[src/rtl/bin2bcd_funcmod.sv]
// Sequential 20-bit binary to six-digit packed BCD converter (double dabble, one bit per clock).
// Results above MAX_VAL saturate to 999999 and raise oOver; oData/oOver change only with oDone.
module bin2bcd_funcmod #(
  parameter int          N_BITS  = 20,
  parameter logic [19:0] MAX_VAL = 20'd999999
) (
  input  logic              CLOCK,
  input  logic              RESET,
  input  logic              iCall,
  input  logic [N_BITS-1:0] iData,
  output logic              oDone,
  output logic              oBusy,
  output logic              oOver,
  output logic [23:0]       oData
);

  typedef enum logic [1:0] {
    S_IDLE = 2'd0,
    S_CONV = 2'd1,
    S_DONE = 2'd2
  } state_t;

  // Each BCD digit of 5 or more gets 3 added, so the following shift carries into the next digit.
  function automatic logic [23:0] add3_all(input logic [23:0] v);
    logic [23:0] r;
    r = v;
    for (int i = 0; i < 6; i++) begin
      if (v[i*4 +: 4] >= 4'd5) begin
        r[i*4 +: 4] = v[i*4 +: 4] + 4'd3;
      end else begin
        r[i*4 +: 4] = v[i*4 +: 4];
      end
    end
    return r;
  endfunction

  state_t              state_q, state_d;
  logic [N_BITS-1:0]   bin_q, bin_d;
  logic [23:0]         bcd_q, bcd_d;
  logic [4:0]          cnt_q, cnt_d;
  logic                ovf_q, ovf_d;
  logic [23:0]         data_q, data_d;
  logic                over_q, over_d;
  logic                done_q, done_d;
  logic                busy_q, busy_d;
  logic [23:0]         adj_s;
  logic [N_BITS+23:0]  shift_s;

  // Next-state and datapath logic for the conversion sequencer.
  always_comb begin
    state_d = state_q;
    bin_d   = bin_q;
    bcd_d   = bcd_q;
    cnt_d   = cnt_q;
    ovf_d   = ovf_q;
    data_d  = data_q;
    over_d  = over_q;
    done_d  = done_q;
    busy_d  = busy_q;
    adj_s   = add3_all(bcd_q);
    shift_s = {adj_s, bin_q} << 1;

    case (state_q)
      S_IDLE: begin
        if (iCall) begin
          bin_d   = iData;
          bcd_d   = 24'h000000;
          cnt_d   = 5'd0;
          ovf_d   = (iData > MAX_VAL);
          busy_d  = 1'b1;
          state_d = S_CONV;
        end else begin
          state_d = S_IDLE;
        end
      end
      S_CONV: begin
        bcd_d = shift_s[N_BITS+23:N_BITS];
        bin_d = shift_s[N_BITS-1:0];
        cnt_d = cnt_q + 5'd1;
        if (cnt_q == 5'(N_BITS - 1)) begin
          data_d  = ovf_q ? 24'h999999 : shift_s[N_BITS+23:N_BITS];
          over_d  = ovf_q;
          done_d  = 1'b1;
          state_d = S_DONE;
        end else begin
          state_d = S_CONV;
        end
      end
      S_DONE: begin
        done_d  = 1'b0;
        busy_d  = 1'b0;
        state_d = S_IDLE;
      end
      default: begin
        done_d  = 1'b0;
        busy_d  = 1'b0;
        state_d = S_IDLE;
      end
    endcase
  end

  // State and output registers with synchronous reset.
  always_ff @(posedge CLOCK) begin
    if (RESET) begin
      state_q <= S_IDLE;
      bin_q   <= '0;
      bcd_q   <= 24'h000000;
      cnt_q   <= 5'd0;
      ovf_q   <= 1'b0;
      data_q  <= 24'h000000;
      over_q  <= 1'b0;
      done_q  <= 1'b0;
      busy_q  <= 1'b0;
    end else begin
      state_q <= state_d;
      bin_q   <= bin_d;
      bcd_q   <= bcd_d;
      cnt_q   <= cnt_d;
      ovf_q   <= ovf_d;
      data_q  <= data_d;
      over_q  <= over_d;
      done_q  <= done_d;
      busy_q  <= busy_d;
    end
  end

  assign oDone = done_q;
  assign oBusy = busy_q;
  assign oOver = over_q;
  assign oData = data_q;

endmodule

[config.mk]
export PLATFORM = sky130hd
export DESIGN_NAME = bin2bcd_funcmod
export DESIGN_NICKNAME = d
export VERILOG_FILES = /design/src/rtl/bin2bcd_funcmod.sv
export SDC_FILE = /design/constraint.sdc
export NUM_CORES = 1
export LEC_CHECK = 0
export ABC_AREA = 1
export CAP_MARGIN = 0
export CORE_MARGIN = 2
export CORE_UTILIZATION = 49
export DETAILED_ROUTE_END_ITERATION = 6
export GPL_ROUTABILITY_DRIVEN = 0
export GPL_TIMING_DRIVEN = 0
export PLACE_DENSITY = 0.77
export SYNTH_ARGS = -nofsm -noshare
export SYNTH_HDL_FRONTEND = slang
export SYNTH_SLANG_ARGS = --single-unit
[constraint.sdc]
create_clock -name CLOCK -period 1.4 [get_ports CLOCK]
set_input_delay 0.42 -clock CLOCK [delete_from_list [all_inputs] [get_ports CLOCK]]
set_output_delay 0.42 -clock CLOCK [all_outputs]
set_load 0.02 [all_outputs]
== Word level (Yosys, flattened, before mapping) ==
Index checks and enable logic that the tools add are counted.
Word-level totals
  bits in registers: 79
  bits of input ports: 23
  logic and storage cells: 56
  output and inout bits: 27
Operators by class
  reduce and logical (&&, ||, !) cells: 7
  magnitude comparators: 7
  equal/unequal tests: 4
  add/sub/neg operators: 7
  bitwise gates (word level): 2
  muxes and demuxes: 20
Operators by type and width (count)
  $mux W24: 2
  $pmux W24 S2: 1
  $pmux W20 S2: 1
  $ge A4 B3 Y1 const B: 6
  $add A4 B2 Y4 const B: 5
  $gt A20 B20 Y1 const B: 1
  $mux W20: 1
  $mux W4: 5
  $pmux W5 S2: 1
  $reduce_and A2 Y1: 5
  $add A5 B1 Y5 const B: 1
  $eq A5 B5 Y1 const B: 1
  $mux W5: 1
  $ne A2 B2 Y1 const B: 2
  $pmux W1 S2: 2
  $pmux W2 S2: 1
  $add A3 B2 Y3 const B: 1
  $mux W1: 3
  $mux W3: 1
  $eq A2 B1 Y1 const B: 1
  $logic_not A2 Y1: 1
  $mux W2: 1
  $not A1 Y1: 2
  $reduce_bool A2 Y1: 1

== Logic depth before layout (Yosys ltp) ==
  word-level depth: 3
  gate-level depth with buffers: 9
  mapped depth without buffers: 9

== Worst setup path before layout ==
OpenSTA, ideal clock, no wires.
  path type: register -> register
  from: register cnt_q[0]
  to: register data_q[11], in the netlist oData[11]
  stages on the path, launching flop included: 10
  arrival time: 1.251 ns
  slack: 0.032 ns
  required time: 1.283 ns
  cells stage by stage: dfxtp_1 ha_1 inv_1 nor2_1 nand3_2 nor2_4 buf_6 inv_2 nor2_1 nor2_1
Between the ends
  longest elaborated chain between the ends: 2
Ends and longest elaborated chain
  start: declaration: line 40  | logic [4:0] cnt_q, cnt_d;
  start signal: assignment: line 118  | cnt_q <= cnt_d;
  $eq A5 B5 Y1: line 80  | if (cnt_q == 5'(N_BITS - 1)) begin
  $reduce_and A2 Y1 (no line)
  end signal: assignment: line 120  | data_q <= data_d;
  end: declaration: line 42  | logic [23:0] data_q, data_d;
No other way between the ends.
A chain may end at the register's enable or synchronous reset.

== Worst setup path in the final report ==
  from: register cnt_q[1]
  to: register data_q[6], in the netlist oData[6]
Same word-level chain as after synthesis.

==> flow_summary.json <==
{
  "run_status": "finished, violations left",
  "violations": "negative setup slack",
  "start_util_pct": 50.8,
  "fill_cells": 646,
  "ys_warn_count": 0,
  "die_area_sq_um": 8280,
  "core_area_sq_um": 7290,
  "finClkSkew_ns": 0.0103,
  "pwr-share-comb_pct": 10.6,
  "drive_gt1_share_pct": 23.4,
  "ys_ff_latch": 79,
  "p_leak_nw": 2.10,
  "place.detailed.hpwl_um": 6430,
  "clkSlewWorstSetupHoldPaths_ns": 0.08,
  "peakVddDrop_mv": 0.543,
  "synth.most_common_cell": "nand2_1",
  "setup_ws_ns": -0.0307,
  "reg2reg_slack_ns": -0.03,
  "grt_start_max_net_pins": 14,
  "postRouteAntennaNets": 0,
  "clock_path_buffers": 2,
  "io_buffers": 48,
  "rr_worst_depth": 9,
  "dp_cells": 672,
  "fin_cells": 705,
  "path_class": "flop to flop",
  "viasPerCell": 5.25,
  "hold_class": "input port to flop",
  "wl_per_cell_um": 14.0,
  "grt.total_usage_pct": 23.5,
  "final-seq-area_sq_um": 1610,
  "async_flop_share_pct": 0,
  "startpoint": "cnt_q[1]$_SDFFE_PP0P_",
  "max_freq_ghz": 0.699,
  "synth.distinct_cells": 22,
  "final_nets": 637,
  "antenna_found_initial": 0,
  "io_pins": 50,
  "netlist_top_cells_count": "nand2_1 (144), dfxtp_1 (79), nor2_1 (65), a21oi_1 (52), inv_1 (41)",
  "syn_to_final_growth_pct": 32.9,
  "routed-via-count": 3698,
  "p_clk_share_pct": 37.6,
  "ys_seq_area_share_pct": 42.7,
  "r2r_end": "oData[6]$_SDFFE_PP0P_",
  "grt_setup_unrepaired": "yes",
  "power_w": 0.00452,
  "finalCriticalPeriod_ns": 1.43,
  "syn_avg_cell_area_sq_um": 7.06,
  "drc": 0,
  "yosysTopAreaCell": "dfxtp_1",
  "synth.top_cell.area_share_pct": 42.7,
  "hold_end": "oData[21]$_SDFFE_PP0P_",
  "period_share_pct": 102,
  "postCtsHoldBufs": 0,
  "drt_iter0_markers": 197,
  "hold_depth": 2,
  "p_sw_w": 0.00114,
  "worstPathMaxFanout": 5,
  "switching_share_pct": 25.2,
  "slew_headroom_pct": 54.5,
  "grt_pass1_wl_um": 15900,
  "maxCapViolations": 0,
  "power.density_nw_per_um2": 917,
  "cts_tree": "built",
  "synthTopCellsByArea": "dfxtp_1 (43%), nand2_1 (15%), a21oi_1 (7.0%)",
  "arrival_ns": 1.72,
  "clk-insertion-delay-late_ns": 0.35,
  "min-delay-start": "RESET",
  "ctsHtreeMaxLevel": 3,
  "multi_input_area_sq_um": 2030,
  "crit_path_end_kind": "flop",
  "synth_nets": 561,
  "hold_viol_final": 0,
  "root_buffer": "clkbuf_8",
  "wl_um": 9860,
  "grt-ovfl-total": 0,
  "synth-main-ff-cell": "dfxtp_1",
  "die_y_um": 91.0,
  "clock-sinks": 79,
  "drtPass1Iterations": 4,
  "netlist_area_sq_um": 3710,
  "timing.rr.start": "cnt_q[1]$_SDFFE_PP0P_",
  "finalSetupViolCount": 8,
  "fin_setup_tns_ns": -0.176,
  "rows": 31,
  "finalMaxSlewViolations": 0,
  "critPathRequiredTime_ns": 1.69,
  "grt_pass1_vias": 3636,
  "cts_buffers": 9,
  "synth-edff-count": 0,
  "die_w_um": 91.0,
  "n_antenna_cell": 0,
  "internal_power_w": 0.00338,
  "critPathLaunchType": "flop",
  "worst_slew_pin_slew_ns": 0.682,
  "syn_inst": 525,
  "p_seq_share_pct": 51.8
}
critical path: stages (launching register included):
cell	delay (ns)
dfxtp_2	0.36
ha_4	0.15
inv_4	0.04
nor2_4	0.14
nand3_4	0.10
nor2_4	0.14
buf_8	0.14
buf_12	0.13
nand2_2	0.06
a21oi_2	0.11
power groups by stage:
| stage | Sequential [W] | Combinational (W) | Clock (W) |
|---|---|---|---|
| after floorplan | 0.00240 | 0.000252 | 0 |
| after global placement | 0.00240 | 0.000395 | 0 |
| after detailed placement | 0.00240 | 0.000404 | 0 |
| after CTS | 0.00235 | 0.000441 | 0.00172 |
| after global routing | 0.00235 | 0.000523 | 0.00179 |
| final | 0.00234 | 0.000478 | 0.00170 |
routing by layer:
metal,vias to the layer above,track usage (%),wire [um]
met2,76,40.7,4990
met4,0,12.9,219
li1,1860,-,-
met3,20,3.24,301
met5,-,0,0
met1,1742,28.0,4340
sequential cells by signal, indices dropped and copies added, names as in the netlist:
name and cells:
state_q 2, oBusy 1, oData 24, oDone 1
cnt_q 5, bin_q 20, bcd_q 24, oOver 1
ovf_q 1
logic make-up after synthesis:
| kind of cell | Yosys count | share of synthesized area, % |
|---|---|---|
| compound gates | 118 | 17.6 |
| fa+ha+maj | 13 | 4.39 |
| buf+inv | 68 | 8.10 |
| flops | 79 | 42.7 |
| simple gates | 247 | 27.2 |
area by class of cell:
cell class	instances	share of cell area, %
clock buffer	10	2.79
clock inverter	6	1.22
tap	99	2.51
timing repair buffer	65	12.4
sequential	79	32.8
buffer	23	3.63
multi-input combinational	378	41.2
inverter	45	3.53
through the flow:
stage	util, %	worst slack, ns	hold slack [ns]	instance area (sq um)
3_3_place_gp	59.1	-0.494	0.443	4310
5_1_grt	67.6	-0.134	0.380	4930
4_1_cts	64.7	0.00520	0.370	4720
2_1_floorplan	-	0.0316	0.435	3710
6_report	67.6	-0.0307	0.379	4930
3_5_place_dp	59.1	-0.475	0.452	4310
worst max path at each step:
| stage | endpoint | slack [ns] |
|---|---|---|
| finish | oData[6]$_SDFFE_PP0P_ | -0.03 |
| global route | oData[12]$_SDFFE_PP0P_ | -0.13 |
| CTS | bcd_q[1]$_SDFFE_PP0P_ | 0.005 |
| detailed placement | state_q[0]$_SDFF_PP0_ | -0.47 |
| global placement | state_q[0]$_SDFF_PP0_ | -0.49 |
| floorplan | oData[11]$_SDFFE_PP0P_ | 0.03 |
what timing repair did:
item                       in CTS  in global routing
setup endpoints to repair      77                 86
gates resized for setup       105                 87
pin swaps                       3                 18
buffers inserted               10                  7
layout by cell type, fill, tap and decap left out, drive strengths merged:
cell type	synthesis	layout
nand2	144	144
dfxtp	79	79
nor2	69	69
a21oi	52	52
inv	45	45
buf	15	44
o21ai	41	41
o21a	22	22
clkdlybuf4s50	0	20
nand3	20	20
clkbuf	8	18
clkdlybuf4s15	0	15
ha	13	13
nand4	12	12
clkinv	0	3
a211oi	2	2
nor3	2	2
clkinvlp	0	2
o211ai	1	1
bufinv	0	1
dlymetal6s2s	0	1
Note: power is estimated with default switching activity, not from simulation.
